==> config.mk <==
export PLATFORM = sky130hd
export DESIGN_NAME = audio_in_i2s_receiver
export DESIGN_NICKNAME = d
export VERILOG_FILES = /design/src/rtl/audio_in_pkg.sv /design/src/rtl/audio_in_fifo.sv /design/src/rtl/audio_in_i2s_receiver.sv
export SDC_FILE = /design/constraint.sdc
export NUM_CORES = 1
export LEC_CHECK = 0
export BUFFER_PORTS_ARGS = -buffer_cell sky130_fd_sc_hd__buf_2
export CORE_ASPECT_RATIO = 1.25
export CORE_MARGIN = 2
export CORE_UTILIZATION = 35
export DETAILED_ROUTE_END_ITERATION = 8
export GPL_ROUTABILITY_DRIVEN = 0
export GPL_TIMING_DRIVEN = 0
export PLACE_DENSITY = 0.54
export SYNTH_ARGS = -nofsm -noshare
export SYNTH_HDL_FRONTEND = slang
export SYNTH_HIERARCHICAL = 1
export SYNTH_SLANG_ARGS = --single-unit
==> constraint.sdc <==
create_clock -name clk -period 4.1 [get_ports clk]
set_input_delay 0.615 -clock clk [delete_from_list [all_inputs] [get_ports clk]]
set_output_delay 0.615 -clock clk [all_outputs]
set_load 0.005 [all_outputs]
==> src/rtl/audio_in_pkg.sv <==
`default_nettype none
// ============================================================================
//  Module      : audio_in_pkg
//  Description : Shared types and constants for the I2S capture path
//                (receiver FSM states, channel identifiers, default width).
//  Revision    : 1.0 - initial release
// ============================================================================
package audio_in_pkg;

    // Default bits captured per channel
    localparam int c_DEFAULT_SAMPLE_WIDTH = 16;

    // Frame-alignment / capture state machine
    typedef enum logic [1:0] {
        WAIT_ALIGN = 2'd0,
        DELAY      = 2'd1,
        SHIFT      = 2'd2,
        SKIP       = 2'd3
    } state_t;

    // Channel currently being assembled
    typedef enum logic {
        CH_LEFT  = 1'b0,
        CH_RIGHT = 1'b1
    } channel_t;

    // Channel that follows the given one in a stereo frame
    function automatic channel_t other_channel(input channel_t ch);
        return (ch == CH_LEFT) ? CH_RIGHT : CH_LEFT;
    endfunction

endpackage
`default_nettype wire

==> src/rtl/audio_in_fifo.sv <==
`default_nettype none
// ============================================================================
//  Module      : audio_in_fifo
//  Description : Synchronous first-word-fall-through FIFO holding stereo
//                pairs. Head word is presented on o_data whenever o_valid is
//                high; o_data reads zero while empty. A push into a full FIFO
//                is accepted only when a pop frees a slot in the same cycle.
//  Revision    : 1.0 - initial release
// ============================================================================
module audio_in_fifo #(
    parameter int WIDTH = 32,
    parameter int DEPTH = 16
) (
    input  logic                     clk,
    input  logic                     rst,
    input  logic                     i_push,
    input  logic [WIDTH-1:0]         i_data,
    input  logic                     i_pop,
    output logic [WIDTH-1:0]         o_data,
    output logic                     o_valid,
    output logic                     o_full,
    output logic [$clog2(DEPTH):0]   o_level
);

    localparam int c_ADDR_W = $clog2(DEPTH);
    localparam int c_LVL_W  = c_ADDR_W + 1;

    logic [WIDTH-1:0]    r_mem [DEPTH];
    logic [c_ADDR_W-1:0] r_wr_ptr;
    logic [c_ADDR_W-1:0] r_rd_ptr;
    logic [c_LVL_W-1:0]  r_level;

    logic w_empty;
    logic w_full;
    logic w_do_pop;
    logic w_do_push;

    assign w_empty   = (r_level == '0);
    assign w_full    = (r_level == c_LVL_W'(DEPTH));
    assign w_do_pop  = i_pop && !w_empty;
    // A pop in the same cycle frees the slot, so a push into a full FIFO succeeds
    assign w_do_push = i_push && (!w_full || w_do_pop);

    // Storage array; contents need no reset because the level gates visibility
    always_ff @(posedge clk) begin
        if (w_do_push) begin
            r_mem[r_wr_ptr] <= i_data;
        end
    end

    // Pointer and occupancy bookkeeping; pointers wrap on power-of-two depth
    always_ff @(posedge clk) begin
        if (rst) begin
            r_wr_ptr <= '0;
            r_rd_ptr <= '0;
            r_level  <= '0;
        end else begin
            if (w_do_push) begin
                r_wr_ptr <= r_wr_ptr + 1'b1;
            end
            if (w_do_pop) begin
                r_rd_ptr <= r_rd_ptr + 1'b1;
            end
            if (w_do_push && !w_do_pop) begin
                r_level <= r_level + 1'b1;
            end else if (!w_do_push && w_do_pop) begin
                r_level <= r_level - 1'b1;
            end
        end
    end

    assign o_data  = w_empty ? '0 : r_mem[r_rd_ptr];
    assign o_valid = !w_empty;
    assign o_full  = w_full;
    assign o_level = r_level;

endmodule
`default_nettype wire

==> src/rtl/audio_in_i2s_receiver.sv <==
`default_nettype none
// ============================================================================
//  Module      : audio_in_i2s_receiver
//  Description : Slave-mode I2S capture. Synchronises the codec BCLK/ADCLRCK/
//                ADCDAT into clk, aligns on the left-channel frame start,
//                assembles {left,right} pairs and buffers them in a FWFT FIFO
//                presented as an Avalon-ST source. Sticky overflow flags
//                pairs dropped while the FIFO is full.
//                Build option AUDIO_IN_LJ_MODE_EN adds the lj_mode input
//                selecting left-justified framing (no 1-bit delay, left =
//                LRCK high).
//  Revision    : 1.0 - initial release
// ============================================================================
module audio_in_i2s_receiver
    import audio_in_pkg::*;
#(
    parameter int SAMPLE_WIDTH = c_DEFAULT_SAMPLE_WIDTH,
    parameter int FIFO_DEPTH   = 16,
    parameter int SYNC_STAGES  = 2
) (
    input  logic                            clk,
`ifdef AUDIO_IN_LJ_MODE_EN
    input  logic                            lj_mode,
`endif
    input  logic                            reset,
    input  logic                            audio_in_BCLK,
    input  logic                            audio_in_ADCLRCK,
    input  logic                            audio_in_ADCDAT,
    input  logic                            enable,
    output logic [2*SAMPLE_WIDTH-1:0]       src_data,
    output logic                            src_valid,
    input  logic                            src_ready,
    output logic [$clog2(FIFO_DEPTH):0]     fifo_level,
    output logic                            overflow,
    input  logic                            overflow_clear
);

    localparam int c_CNT_W = $clog2(SAMPLE_WIDTH + 1);

    // ------------------------------------------------------------------
    // Synchronised codec signals and edge detection
    // ------------------------------------------------------------------
    logic [SYNC_STAGES-1:0] r_bclk_sync;
    logic [SYNC_STAGES-1:0] r_lrck_sync;
    logic [SYNC_STAGES-1:0] r_dat_sync;
    logic                   r_bclk_d;
    logic                   r_lrck_bit;   // LRCK level seen at the previous BCLK rise

    logic w_bclk;
    logic w_lrck;
    logic w_dat;
    logic w_bclk_rise;
    logic w_lrck_edge;
    logic w_align;
    logic w_lj;

    // ------------------------------------------------------------------
    // Capture state
    // ------------------------------------------------------------------
    state_t                  r_state;
    channel_t                r_ch;
    logic [SAMPLE_WIDTH-1:0] r_shift;
    logic [c_CNT_W-1:0]      r_count;
    logic [SAMPLE_WIDTH-1:0] r_left_word;
    logic [SAMPLE_WIDTH-1:0] r_right_word;
    logic                    r_have_left;
    logic                    r_push;

    logic [SAMPLE_WIDTH-1:0] w_shift_next;
    logic [SAMPLE_WIDTH-1:0] w_first_shift;
    logic [SAMPLE_WIDTH-1:0] w_padded;
    logic [c_CNT_W-1:0]      w_pad_amt;
    logic [c_CNT_W-1:0]      w_count_inc;
    logic                    w_latch_en;
    logic [SAMPLE_WIDTH-1:0] w_latch_word;
    state_t                  w_begin_state;
    logic [SAMPLE_WIDTH-1:0] w_begin_shift;
    logic [c_CNT_W-1:0]      w_begin_count;

    logic w_pop;
    logic w_full;
    logic w_drop;

    // Input synchronisers plus the delayed BCLK copy for rise detection
    always_ff @(posedge clk) begin
        if (reset) begin
            r_bclk_sync <= '0;
            r_lrck_sync <= '0;
            r_dat_sync  <= '0;
            r_bclk_d    <= 1'b0;
            r_lrck_bit  <= 1'b0;
        end else begin
            r_bclk_sync <= (r_bclk_sync << 1) | SYNC_STAGES'(audio_in_BCLK);
            r_lrck_sync <= (r_lrck_sync << 1) | SYNC_STAGES'(audio_in_ADCLRCK);
            r_dat_sync  <= (r_dat_sync  << 1) | SYNC_STAGES'(audio_in_ADCDAT);
            r_bclk_d    <= w_bclk;
            if (w_bclk_rise) begin
                r_lrck_bit <= w_lrck;
            end
        end
    end

    assign w_bclk      = r_bclk_sync[SYNC_STAGES-1];
    assign w_lrck      = r_lrck_sync[SYNC_STAGES-1];
    assign w_dat       = r_dat_sync[SYNC_STAGES-1];
    assign w_bclk_rise = w_bclk && !r_bclk_d;
    assign w_lrck_edge = w_bclk_rise && (w_lrck != r_lrck_bit);

`ifdef AUDIO_IN_LJ_MODE_EN
    logic r_lj;

    // Frame format is frozen once alignment leaves WAIT_ALIGN
    always_ff @(posedge clk) begin
        if (reset) begin
            r_lj <= 1'b0;
        end else if (r_state == WAIT_ALIGN) begin
            r_lj <= lj_mode;
        end
    end

    assign w_lj = (r_state == WAIT_ALIGN) ? lj_mode : r_lj;
`else
    assign w_lj = 1'b0;
`endif

    // Left channel starts on LRCK falling (I2S) or rising (left-justified)
    assign w_align = w_bclk_rise &&
                     (w_lj ? (!r_lrck_bit && w_lrck) : (r_lrck_bit && !w_lrck));

    // Per-rise datapath values and the word-latch decision
    always_comb begin
        w_shift_next  = {r_shift[SAMPLE_WIDTH-2:0], w_dat};
        w_first_shift = {{(SAMPLE_WIDTH-1){1'b0}}, w_dat};
        w_pad_amt     = c_CNT_W'(SAMPLE_WIDTH) - r_count;
        w_padded      = r_shift << w_pad_amt;
        w_count_inc   = r_count + 1'b1;
        w_latch_en    = 1'b0;
        w_latch_word  = '0;
        // I2S: the LRCK-transition rise is the delay slot, MSB follows.
        // Left-justified: the transition rise already carries the MSB.
        if (w_lj) begin
            w_begin_state = SHIFT;
            w_begin_shift = w_first_shift;
            w_begin_count = c_CNT_W'(1);
        end else begin
            w_begin_state = DELAY;
            w_begin_shift = '0;
            w_begin_count = '0;
        end
        if (enable && w_bclk_rise) begin
            case (r_state)
                DELAY: begin
                    if (w_lrck_edge) begin
                        w_latch_en   = 1'b1;
                        w_latch_word = '0;
                    end
                end
                SHIFT: begin
                    if (w_lrck_edge) begin
                        w_latch_en   = 1'b1;
                        w_latch_word = w_padded;
                    end else if (w_count_inc == c_CNT_W'(SAMPLE_WIDTH)) begin
                        w_latch_en   = 1'b1;
                        w_latch_word = w_shift_next;
                    end
                end
                default: begin
                    w_latch_en = 1'b0;
                end
            endcase
        end
    end

    // Capture FSM: alignment, bit shifting, word latching and push request
    always_ff @(posedge clk) begin
        if (reset) begin
            r_state      <= WAIT_ALIGN;
            r_ch         <= CH_LEFT;
            r_shift      <= '0;
            r_count      <= '0;
            r_left_word  <= '0;
            r_right_word <= '0;
            r_have_left  <= 1'b0;
            r_push       <= 1'b0;
        end else begin
            r_push <= 1'b0;
            if (!enable) begin
                r_state     <= WAIT_ALIGN;
                r_shift     <= '0;
                r_count     <= '0;
                r_have_left <= 1'b0;
            end else if (w_bclk_rise) begin
                case (r_state)
                    WAIT_ALIGN: begin
                        if (w_align) begin
                            r_ch        <= CH_LEFT;
                            r_have_left <= 1'b0;
                            r_state     <= w_begin_state;
                            r_shift     <= w_begin_shift;
                            r_count     <= w_begin_count;
                        end
                    end
                    DELAY: begin
                        if (w_lrck_edge) begin
                            r_ch    <= other_channel(r_ch);
                            r_state <= w_begin_state;
                            r_shift <= w_begin_shift;
                            r_count <= w_begin_count;
                        end else begin
                            r_state <= SHIFT;
                            r_shift <= w_first_shift;
                            r_count <= c_CNT_W'(1);
                        end
                    end
                    SHIFT: begin
                        if (w_lrck_edge) begin
                            r_ch    <= other_channel(r_ch);
                            r_state <= w_begin_state;
                            r_shift <= w_begin_shift;
                            r_count <= w_begin_count;
                        end else begin
                            r_shift <= w_shift_next;
                            r_count <= w_count_inc;
                            if (w_count_inc == c_CNT_W'(SAMPLE_WIDTH)) begin
                                r_state <= SKIP;
                            end
                        end
                    end
                    default: begin
                        if (w_lrck_edge) begin
                            r_ch    <= other_channel(r_ch);
                            r_state <= w_begin_state;
                            r_shift <= w_begin_shift;
                            r_count <= w_begin_count;
                        end
                    end
                endcase
            end
            // A right word only forms a pair if its left partner was captured
            if (w_latch_en) begin
                if (r_ch == CH_LEFT) begin
                    r_left_word <= w_latch_word;
                    r_have_left <= 1'b1;
                end else begin
                    r_right_word <= w_latch_word;
                    r_have_left  <= 1'b0;
                    r_push       <= r_have_left;
                end
            end
        end
    end

    assign w_pop  = src_valid && src_ready;
    assign w_drop = r_push && w_full && !w_pop;

    // Sticky overflow; a new drop outranks a simultaneous clear
    always_ff @(posedge clk) begin
        if (reset) begin
            overflow <= 1'b0;
        end else if (w_drop) begin
            overflow <= 1'b1;
        end else if (overflow_clear) begin
            overflow <= 1'b0;
        end
    end

    audio_in_fifo #(
        .WIDTH (2*SAMPLE_WIDTH),
        .DEPTH (FIFO_DEPTH)
    ) u_fifo (
        .clk     (clk),
        .rst     (reset),
        .i_push  (r_push),
        .i_data  ({r_left_word, r_right_word}),
        .i_pop   (w_pop),
        .o_data  (src_data),
        .o_valid (src_valid),
        .o_full  (w_full),
        .o_level (fifo_level)
    );

endmodule
`default_nettype wire

==> results.md, run 1 <==
- Status: complete, no violations
- Row cnt: 107
- CP startpoint: u_fifo/o_level[1]
- Antenna Nets Post-Route: 0
- Die Area: 71000 um^2
- Worst skew pair latency: 0.62 ns
- H-tree Lvls: 2
- Worst slack, placed: 0.178 ns
- PwrDens: 429 nW/um^2
- Crit path buf inv count: 3
- Total Power: 12.0 mW
- Hold slack final: 0.204 ns
- Reg2Reg Setup Slack: 0.31 ns
- Net Sw Frac: 0.191
- CP endpoint: u_fifo/r_mem[2][11]
- Filler cell count: 6001
- Post-Route Utilization: 0.410
- Reg-to-Reg End: u_fifo/r_mem[2][11]
- Cts hold-fix bufs: 0
- Crit path launch type: flop
- CP max-delay cell: nor3_4
- Net count reported at finish: 1470
- Area grow syn2layout: 16.0%
- Ys flop type: edfxtp_1
- Comb power frac: 0.003
- Delay-heaviest family, CP: simple AND/OR/NAND/NOR gates
- Async S/R FF share, synth: 0
- #FFs+latches synth: 596
- Starting DRC count in detailed routing: 916
- Port Buffers: 46
- Syn Area/Cell: 18.3 um^2
- Final Max Slew Viols: 0
- Post-DP HPWL: 39.8 mm
- Diode count: 0
- Commonest non-fill, non-tap cells in the layout: edfxtp_1, mux4_2, nand3_1
- GRT overflow: 0
- Final Hold Viols: 0
- P_leak: 8.62 nW
- Crit Path Class: reg -> reg
- Non-filler cells, final: 2362
- Internal power: 9.70 mW
- First-pass GRT wire length: 88.4 mm
- RSZ-0062 raised after global routing: false
- Sequential cell area: 17100 um^2
- Final period util: 0.925
- Cell variety after synth: 66
- Clk sinks: 596
- Seq pwr share: 0.541
- Largest cells by area after synthesis: edfxtp_1, mux4_2, dfxtp_1
- Setup violations, final: 0
- Worst Min Path Start: audio_in_ADCLRCK
- Critical path arrival: 4.11 ns
- Sequential-to-total area share from yosys stat: 0.707
- Post-synth top area share: 0.638
- DRC violations left: 0
- Worst reg2reg startpoint: u_fifo/o_level[1]
- Final Critical Period: 3.79 ns
- Die width: 239 um
- Drt first pass iters: 5
- Root Buffer: clkbuf_16
- Worst-path clk slew: 0.06 ns
- Clock power share: 0.456
- Drt wl/cell: 25.1 um
- Post-Route WL: 59.2 mm
- Worst-Margin Slew: 0.952 ns
- Post-Synthesis Cells: 1319
- Delay of the slowest cell on the worst path: 0.74 ns
- Leading cell type in the layout, fill and taps excluded: edfxtp_1
- Skew final: 0.0141 ns
- Max Buffers Root-to-Sink: 3
- Relative slew slack: 0.366
- Initial core utilization: 0.354
- Post-CTS resize count: 0
- Req. time, crit path: 4.42 ns
- Critical Path End Type: flop
- Mean number of vias per cell: 5.40
- Initial antenna violation count: 0
- Crit. path cell count: 10
- Largest area contributor in the netlist: edfxtp_1
- Total number of yosys warnings: 6
- Mapped Area: 24100 um^2
- Hold WC Path Type: in -> reg
- Critical path, cell by cell: nor4_4 > nand2b_2 > buf_4 > buf_6 > and2_1 > nor2b_1 > a21boi_2 > nand2_1 > nor3_4 > buf_8
- Worst Reg-to-Reg Cells: 10
- VDD IR max: 0.354 mV
- # placed instances: 2258
- Max cap viols: 0
- CTS tree: done
- Max Fclk: 264 MHz
- Placed Area: 26000 um^2
- Psw: 2.29 mW
- Largest net degree at the start of global routing: 23
- Vias in the first global route: 13.6k
- Post-synth EDFFs: 512
- Multi-input logic area: 6640 um^2
- DR vias: 12.8k
- Post-CTS Setup Bufs: 0
- GRT Overall Usage: 0.169
- Die Height: 297 um
- Layout cell share with drive strength beyond 1: 0.258
- Num CTS Buffers: 56
- Mapped Nets: 1344
- Ports: 47
- Critical Path Fanout Max: 15
- Cell area after layout: 28000 um^2
- Core area: 68100 um^2
- Final worst slack: 0.309 ns
- Setup TNS: 0 ns
## power groups by stage
stage	clock (mW)	combinational [mW]	sequential [mW]
finish	5.46	0.0341	6.49
global route	5.80	0.0380	6.48
CTS	5.59	0.0343	6.49
detailed placement	0	0.0342	6.62
global placement	0	0.0340	6.62
floorplan	0	0.0199	6.62
## layer usage
metal,share of wire,track usage
met1,0.40,0.211
met2,0.53,0.302
met3,0.045,0.0268
met4,0.027,0.0506
met5,0,0
## cell type report
| type | instances | area share |
|---|---|---|
| flip-flops and latches | 596 | 0.610 |
| multi-input cells | 626 | 0.237 |
| clock buffers | 67 | 0.0527 |
| well taps | 872 | 0.0390 |
| repair buffers | 68 | 0.0243 |
| plain buffers | 81 | 0.0176 |
| clock inverters | 36 | 0.0167 |
| inverters | 16 | 0.00215 |
## cell usage after synthesis (all sizes together) (7+ instances only)
master and number:
a211oi 20, a21oi 47, a221o 9, a22o 11
and2 7, buf 53, clkbuf 28, dfxtp 84
edfxtp 512, ha 16, inv 14, mux2 8
mux2i 38, mux4 143, nand2 44, nand2b 7
nand3 90, nor2 43, nor2b 12, nor3 13
nor4 8, o211ai 36, o21ai 9, xor2 10
## how the worst min path moves through the flow
stage | cells after the start | endpoint | slack, ns
CTS | 2 | r_lrck_sync[0] | 0.16
finish | 2 | r_lrck_sync[0] | 0.20
global placement | 1 | r_dat_sync[1] | 0.43
floorplan | 1 | r_bclk_sync[1] | 0.41
global route | 2 | r_bclk_sync[0] | 0.20
detailed placement | 1 | r_dat_sync[1] | 0.43
## kinds of logic after synthesis
| logic type | Yosys count | share of synthesized area |
|---|---|---|
| AOI/OAI and AO/OA | 161 | 0.0477 |
| xor gates and xnor gates | 16 | 0.00706 |
| adders and majority gates | 17 | 0.00913 |
| buffers and inverters | 97 | 0.0229 |
| DFF | 596 | 0.707 |
| muxes | 189 | 0.154 |
| and+or+nand+nor | 243 | 0.0522 |
## sequential cells by signal, indices dropped and copies added, names as in the netlist, 2 cells and up, named ones only
name / cells
r_dat_sync: 2
r_left_word: 16
u_fifo/r_wr_ptr: 4
u_fifo/o_level: 5
r_shift: 16
r_right_word: 16
r_lrck_sync: 2
u_fifo/r_rd_ptr: 4
r_state: 2
r_bclk_sync: 2
u_fifo/r_mem: 512
r_count: 5
## worst reg2reg max path, delay by kind of cell, from the launching register on
family	cells	cell delay [ns]
buffers and inverters	3	0.80
AND/OR/NAND/NOR	6	1.86
AO/OA/AOI/OAI	1	0.31
flip-flops	1	0.50
Note: power is estimated with default switching activity, not from simulation.
==> run 2, diff against run 1 <==
RECOVER_POWER = 100   (was default)
==> results.md, run 2 (synthesis gave the netlist of run 1 again) <==
- Final worst slack: 0.132 ns (-0.177 ns)
- Num CTS Buffers: 56 (unchanged)
- Worst skew pair latency: 0.62 ns (about the same)
- Delay-heaviest family, CP: buffers and inverters
- Post-Route Utilization: 0.406 (-0.00419)
- Area grow syn2layout: 14.8%
- VDD IR max: 0.351 mV (-0.70%)
- Initial antenna violation count: 0 (unchanged)
- CTS tree: done
- First-pass GRT wire length: 88.4 mm (unchanged)
- Layout cell share with drive strength beyond 1: 0.232 (-0.0255)
- PwrDens: 433 nW/um^2 (+1.0%)
- Die width: 239 um (unchanged)
- Post-DP HPWL: 39.8 mm (unchanged)
- Global Route met2 Usage: 0.302 (unchanged)
- Max Buffers Root-to-Sink: 3 (unchanged)
- Failing checks: capacitance limit
- CP max-delay cell: clkbuf_1
- GRT overflow: 0 (unchanged)
- H-tree Lvls: 2 (unchanged)
- Root Buffer: clkbuf_16
- Crit Path Class: reg -> out
- Placed Area: 26000 um^2 (unchanged)
- Worst slack, placed: 0.178 ns (unchanged)
- # placed instances: 2258 (unchanged)
- Cell area after layout: 27700 um^2 (-1.0%)
- Register bank with the most flops: u_fifo/r_mem
- Die Height: 297 um (unchanged)
- Met3 Resource Use GR: 0.0268 (unchanged)
- Starting DRC count in detailed routing: 958 (+4.6%)
- Die Area: 71000 um^2 (unchanged)
- Status: finished, violations left
- Leading cell type in the layout, fill and taps excluded: edfxtp_1
- Vias in the first global route: 13.6k (unchanged)
- DR vias: 12.8k (+0.071%)
- Post-Route WL: 59.3 mm (about the same)
- Ports: 47 (unchanged)
- Max Fclk: 252 MHz (-4.4%)
- Mean number of vias per cell: 5.41 (about the same)
- P_leak: 8.44 nW (-2.1%)
- Final Critical Period: 3.97 ns (+0.177 ns)
- Initial core utilization: 0.354 (unchanged)
- GRT Overall Usage: 0.169 (unchanged)
- Diode count: 0 (unchanged)
- Max cap viols: 1 (+1)
- Commonest non-fill, non-tap cells in the layout: edfxtp_1, mux4_2, nand3_1
- Critical path arrival: 3.35 ns (-0.76 ns)
- Final Max Slew Viols: 0 (unchanged)
- Delay of the slowest cell on the worst path: 0.61 ns (-0.13 ns)
- Hold WC Path Type: in -> reg
- Crit path buf inv count: 4 (+1)
- Critical Path End Type: output port
- Net count reported at finish: 1470 (unchanged)
- Critical Path Fanout Max: 10 (-5)
- DRC violations left: 0 (unchanged)
- Grt peak-use layer: met2
- Critical path, cell by cell: clkbuf_4 > clkbuf_1 > clkbuf_2 > mux4_2 > nand3_1 > o211ai_1 > buf_2
- Worst-path clk slew: 0.06 ns (about the same)
- Drt first pass iters: 5 (unchanged)
- Crit path launch type: flop
- Antenna Nets Post-Route: 0 (unchanged)
- Max reg flops: 512 (unchanged)
- Non-filler cells, final: 2362 (unchanged)
- Skew final: 0.0134 ns (-0.000708 ns)
- Worst-Margin Slew: 1.48 ns (+0.524 ns)
- Req. time, crit path: 3.48 ns (-0.94 ns)
- Row cnt: 107 (unchanged)
- Clk sinks: 596 (unchanged)
- RSZ-0062 raised after global routing: false
- Met1 usage: 0.211 (unchanged)
- Setup violations, final: 0 (unchanged)
- Drt wl/cell: 25.1 um (about the same)
- Relative slew slack: 0.0127 (-0.353)
- Largest net degree at the start of global routing: 23 (unchanged)
- Setup TNS: 0 ns (unchanged)
- Core area: 68100 um^2 (unchanged)
- Final Hold Viols: 0 (unchanged)
- Final period util: 0.968 (+0.0430)
- Port Buffers: 46 (unchanged)
run 2: changes by cell type in the layout (fill, tap and decap cells not counted), sizes merged:
| cell | previous run | this run |
|---|---|---|
| buf | 121 | 70 |
| clkbuf | 95 | 146 |
run 2: final timing paths:
path                     startpoint                   end  slack, ns  depth (start not counted)
hold / removal     audio_in_ADCLRCK        r_lrck_sync[0]       0.20                          2
setup reg to reg  u_fifo/o_level[1]  u_fifo/r_mem[10][13]       0.21                         10
setup / recovery               flop          src_data[31]       0.13                          7
hold reg to reg       r_dat_sync[0]         r_dat_sync[1]       0.44                          1
run 2: cell type report:
class	instances	area, um^2
clock buffers	67	1470
well taps	872	1090
inverters	16	60.1
clock inverters	36	468
flip-flops and latches	596	17100
plain buffers	81	478
repair buffers	68	493
multi-input cells	626	6560
fillers	6042	40500
run 2: power breakdown:
part           switching [mW]  internal (mW)  total [mW]
Combinational          0.0245        0.00893      0.0335
Clock                    2.26           3.20        5.46
Sequential            0.00165           6.49        6.49
run 2: repair_timing:
action                     4_1_cts  5_1_grt
hold buffers                     0        0
setup endpoints to repair        0        2
gates resized for setup          0        0
buffers inserted                 0        1
run 2: layer usage:
layer / part of all wire / up-vias / wire length, um
li1: - / 5647 / -
met1: 0.41 / 6739 / 24100
met3: 0.042 / 83 / 2500
met5: 0 / - / 0
met4: 0.026 / 0 / 1510
met2: 0.53 / 305 / 31200
run 2: through the flow:
step	hold WS, ns	total power, mW
final	0.203	12.0
after CTS	0.164	12.1
after detailed placement	0.430	6.65
after global routing	0.203	12.3
after global placement	0.426	6.65
after floorplan	0.414	6.64
==> run 3, diff against run 2 <==
SYNTH_HIERARCHICAL = default   (was 1)
==> results.md, run 3 <==
- Mapped Nets: 1264 (-6.0%)
- Post-CTS resize count: 10 (+10)
- Mean number of vias per cell: 5.31 (-1.9%)
- Critical path arrival: 3.33 ns (-0.02 ns)
- Internal power: 10.0 mW (+3.3%)
- Post-synth EDFFs: 512 (unchanged)
- Worst skew pair latency: 0.62 ns (about the same)
- Post-CTS Setup Bufs: 0 (unchanged)
- Post-DP HPWL: 37.2 mm (-6.6%)
- Drt wl/cell: 25.3 um (+0.98%)
- Starting DRC count in detailed routing: 1059 (+11%)
- Net count reported at finish: 1396 (-5.0%)
- Worst Reg-to-Reg Cells: 5 (-5)
- Initial antenna violation count: 0 (unchanged)
- Commonest cells post-synth: edfxtp_1, mux4_2, dfxtp_1, nor2_1, nand2_1
- Clk sinks: 596 (unchanged)
- Initial core utilization: 0.355 (+0.000806)
- Worst-path clk slew: 0.06 ns (about the same)
- Cell variety after synth: 66 (unchanged)
- Final Max Slew Viols: 155 (+155)
- Die Height: 295 um (-0.74%)
- Net Sw Frac: 0.242 (+0.0509)
- Final Critical Period: 3.94 ns (-0.0258 ns)
- Register bank with the most flops: u_fifo.r_mem
- Area grow syn2layout: 14.2%
- Ports: 47 (unchanged)
- Skew final: 0.0228 ns (+0.00945 ns)
- Post-Synthesis Cells: 1239 (-6.1%)
- Status: finished, violations left
- RSZ-0062 raised after global routing: false
- Antenna Nets Post-Route: 0 (unchanged)
- Largest net degree at the start of global routing: 22 (-4.3%)
- Layout cell share with drive strength beyond 1: 0.260 (+0.0278)
- Max reg flops: 512 (unchanged)
- Setup TNS: 0 ns (unchanged)
- Placed Area: 25600 um^2 (-1.6%)
- Largest area contributor in the netlist: edfxtp_1
- Core area: 67000 um^2 (-1.7%)
- Req. time, crit path: 3.48 ns (about the same)
- Hold path depth: 2 (unchanged)
- Post-Route WL: 57.9 mm (-2.4%)
- Sequential-to-total area share from yosys stat: 0.718 (+0.0107)
- Async S/R FF share, synth: 0 (unchanged)
- Seq pwr share: 0.497 (-0.044)
- P_leak: 8.84 nW (+4.7%)
- Die width: 237 um (-0.74%)
- Crit Path Class: reg -> out
- PwrDens: 487 nW/um^2 (+12%)
- Post-Route Utilization: 0.405 (-0.00112)
- DRC violations left: 0 (unchanged)
- Root Buffer: clkbuf_16
- Max Fclk: 254 MHz (+0.65%)
- Critical path, cell by cell: clkbuf_1 > clkbuf_2 > mux4_2 > mux4_2 > and2_0 > buf_2
- Clock power share: 0.394 (-0.062)
- CTS tree: done
- Crit path launch type: flop
- Ys flop type: edfxtp_1
- Final period util: 0.961 (-0.00629)
- CP max-delay cell: clkbuf_1
- Port Buffers: 45 (-2.2%)
- Psw: 3.19 mW (+40%)
- Final worst slack: 0.158 ns (+0.0258 ns)
- # placed instances: 2176 (-3.6%)
- Setup violations, final: 0 (unchanged)
- #FFs+latches synth: 596 (unchanged)
- Non-filler cells, final: 2283 (-3.3%)
- Final Hold Viols: 0 (unchanged)
- Post-synth top area share: 0.647 (+0.00964)
- Vias in the first global route: 12.7k (-6.7%)
- Most used cell, CP: mux4_2
- Failing checks: capacitance limit, slew limit
- Drt first pass iters: 5 (unchanged)
- Comb power frac: 0.109 (+0.106)
- Mapped Area: 23800 um^2 (-1.5%)
- Total Power: 13.2 mW (+10%)
- Worst slack, placed: 0.468 ns (+0.289 ns)
- VDD IR max: 0.287 mV (-18%)
- Row cnt: 106 (-0.93%)
- Total number of yosys warnings: 0 (-6)
- Hold WC Path Type: in -> reg
- Worst-Margin Slew: 2.30 ns (+0.822 ns)
- Filler cell count: 5918 (-2.1%)
- Critical Path Fanout Max: 10 (unchanged)
- Cts hold-fix bufs: 0 (unchanged)
- Hold slack final: 0.223 ns (+0.0197 ns)
- GRT Overall Usage: 0.168 (-0.00155)
- Cell area after layout: 27100 um^2 (-2.0%)
- Diode count: 0 (unchanged)
- Largest cells by area after synthesis: edfxtp_1, mux4_2, dfxtp_1
- GRT overflow: 0 (unchanged)
- Delay of the slowest cell on the worst path: 0.65 ns (+0.04 ns)
- First-pass GRT wire length: 85.5 mm (-3.3%)
- Max Buffers Root-to-Sink: 3 (unchanged)
- H-tree Lvls: 2 (unchanged)
- Max cap viols: 10 (+9)
- Syn Area/Cell: 19.2 um^2 (+4.9%)
- Relative slew slack: -0.538 (-0.550)
- Leading cell type in the layout, fill and taps excluded: edfxtp_1
- Commonest non-fill, non-tap cells in the layout: edfxtp_1, mux4_2, dfxtp_1
- Critical Path End Type: output port
- Num CTS Buffers: 57 (+1.8%)
- Die Area: 70000 um^2 (-1.5%)
- DR vias: 12.1k (-5.2%)
- Top-count cell post-synth: edfxtp_1
==> run 3: kinds of logic after synthesis <==
| kind of cell | synth area share |
|---|---|
| AO/OA/AOI/OAI | 0.0345 |
| XOR/XNOR | 0.00469 |
| adder cells (fa/ha/maj) | 0.00927 |
| buffers and inverters | 0.0161 |
| flip-flops | 0.718 |
| multiplexers | 0.170 |
| AND/OR/NAND/NOR | 0.0475 |
==> run 3: worst max-delay path: cells and delay by family, from the launching register on <==
family	cells	cell delay (ns)
buffers and inverters	3	1.30
flip-flops	1	0.38
AND/OR/NAND/NOR	1	0.18
multiplexers	2	0.88
==> run 3: final cells by class <==
type | instances | area (um^2) | area share
flip-flops and latches | 596 | 17100 | 0.629
multi-input cells | 558 | 6280 | 0.231
clock buffers | 83 | 1670 | 0.0615
well taps | 864 | 1080 | 0.0399
repair buffers | 73 | 457 | 0.0168
plain buffers | 70 | 340 | 0.0125
clock inverters | 24 | 190 | 0.00701
inverters | 15 | 56.3 | 0.00208
==> run 3: power by group through the flow <==
stage | clock, mW | sequential (mW) | combinational [mW]
after global placement | 0 | 6.69 | 1.51
after floorplan | 0 | 6.68 | 0.901
after CTS | 5.31 | 6.56 | 1.51
final | 5.21 | 6.56 | 1.44
after detailed placement | 0 | 6.69 | 1.51
after global routing | 5.53 | 6.56 | 1.60
==> run 3: layer usage <==
layer,vias up,wire [um],global-route usage
li1,5287,-,-
met1,6405,23600,0.212
met2,327,29900,0.298
met3,93,3030,0.0273
met4,0,1400,0.0486
met5,-,0,0
==> run 3: path summary, 6_finish.rpt <==
| check | startpoint | end | slack, ns |
|---|---|---|---|
| max | flop | src_data[22] | 0.16 |
| min | audio_in_ADCDAT | r_dat_sync[0] | 0.22 |
| max reg2reg | u_fifo.o_level[0] | u_fifo.r_mem[15][10] | 0.26 |
| min reg2reg | r_lrck_sync[0] | r_lrck_sync[1] | 0.44 |
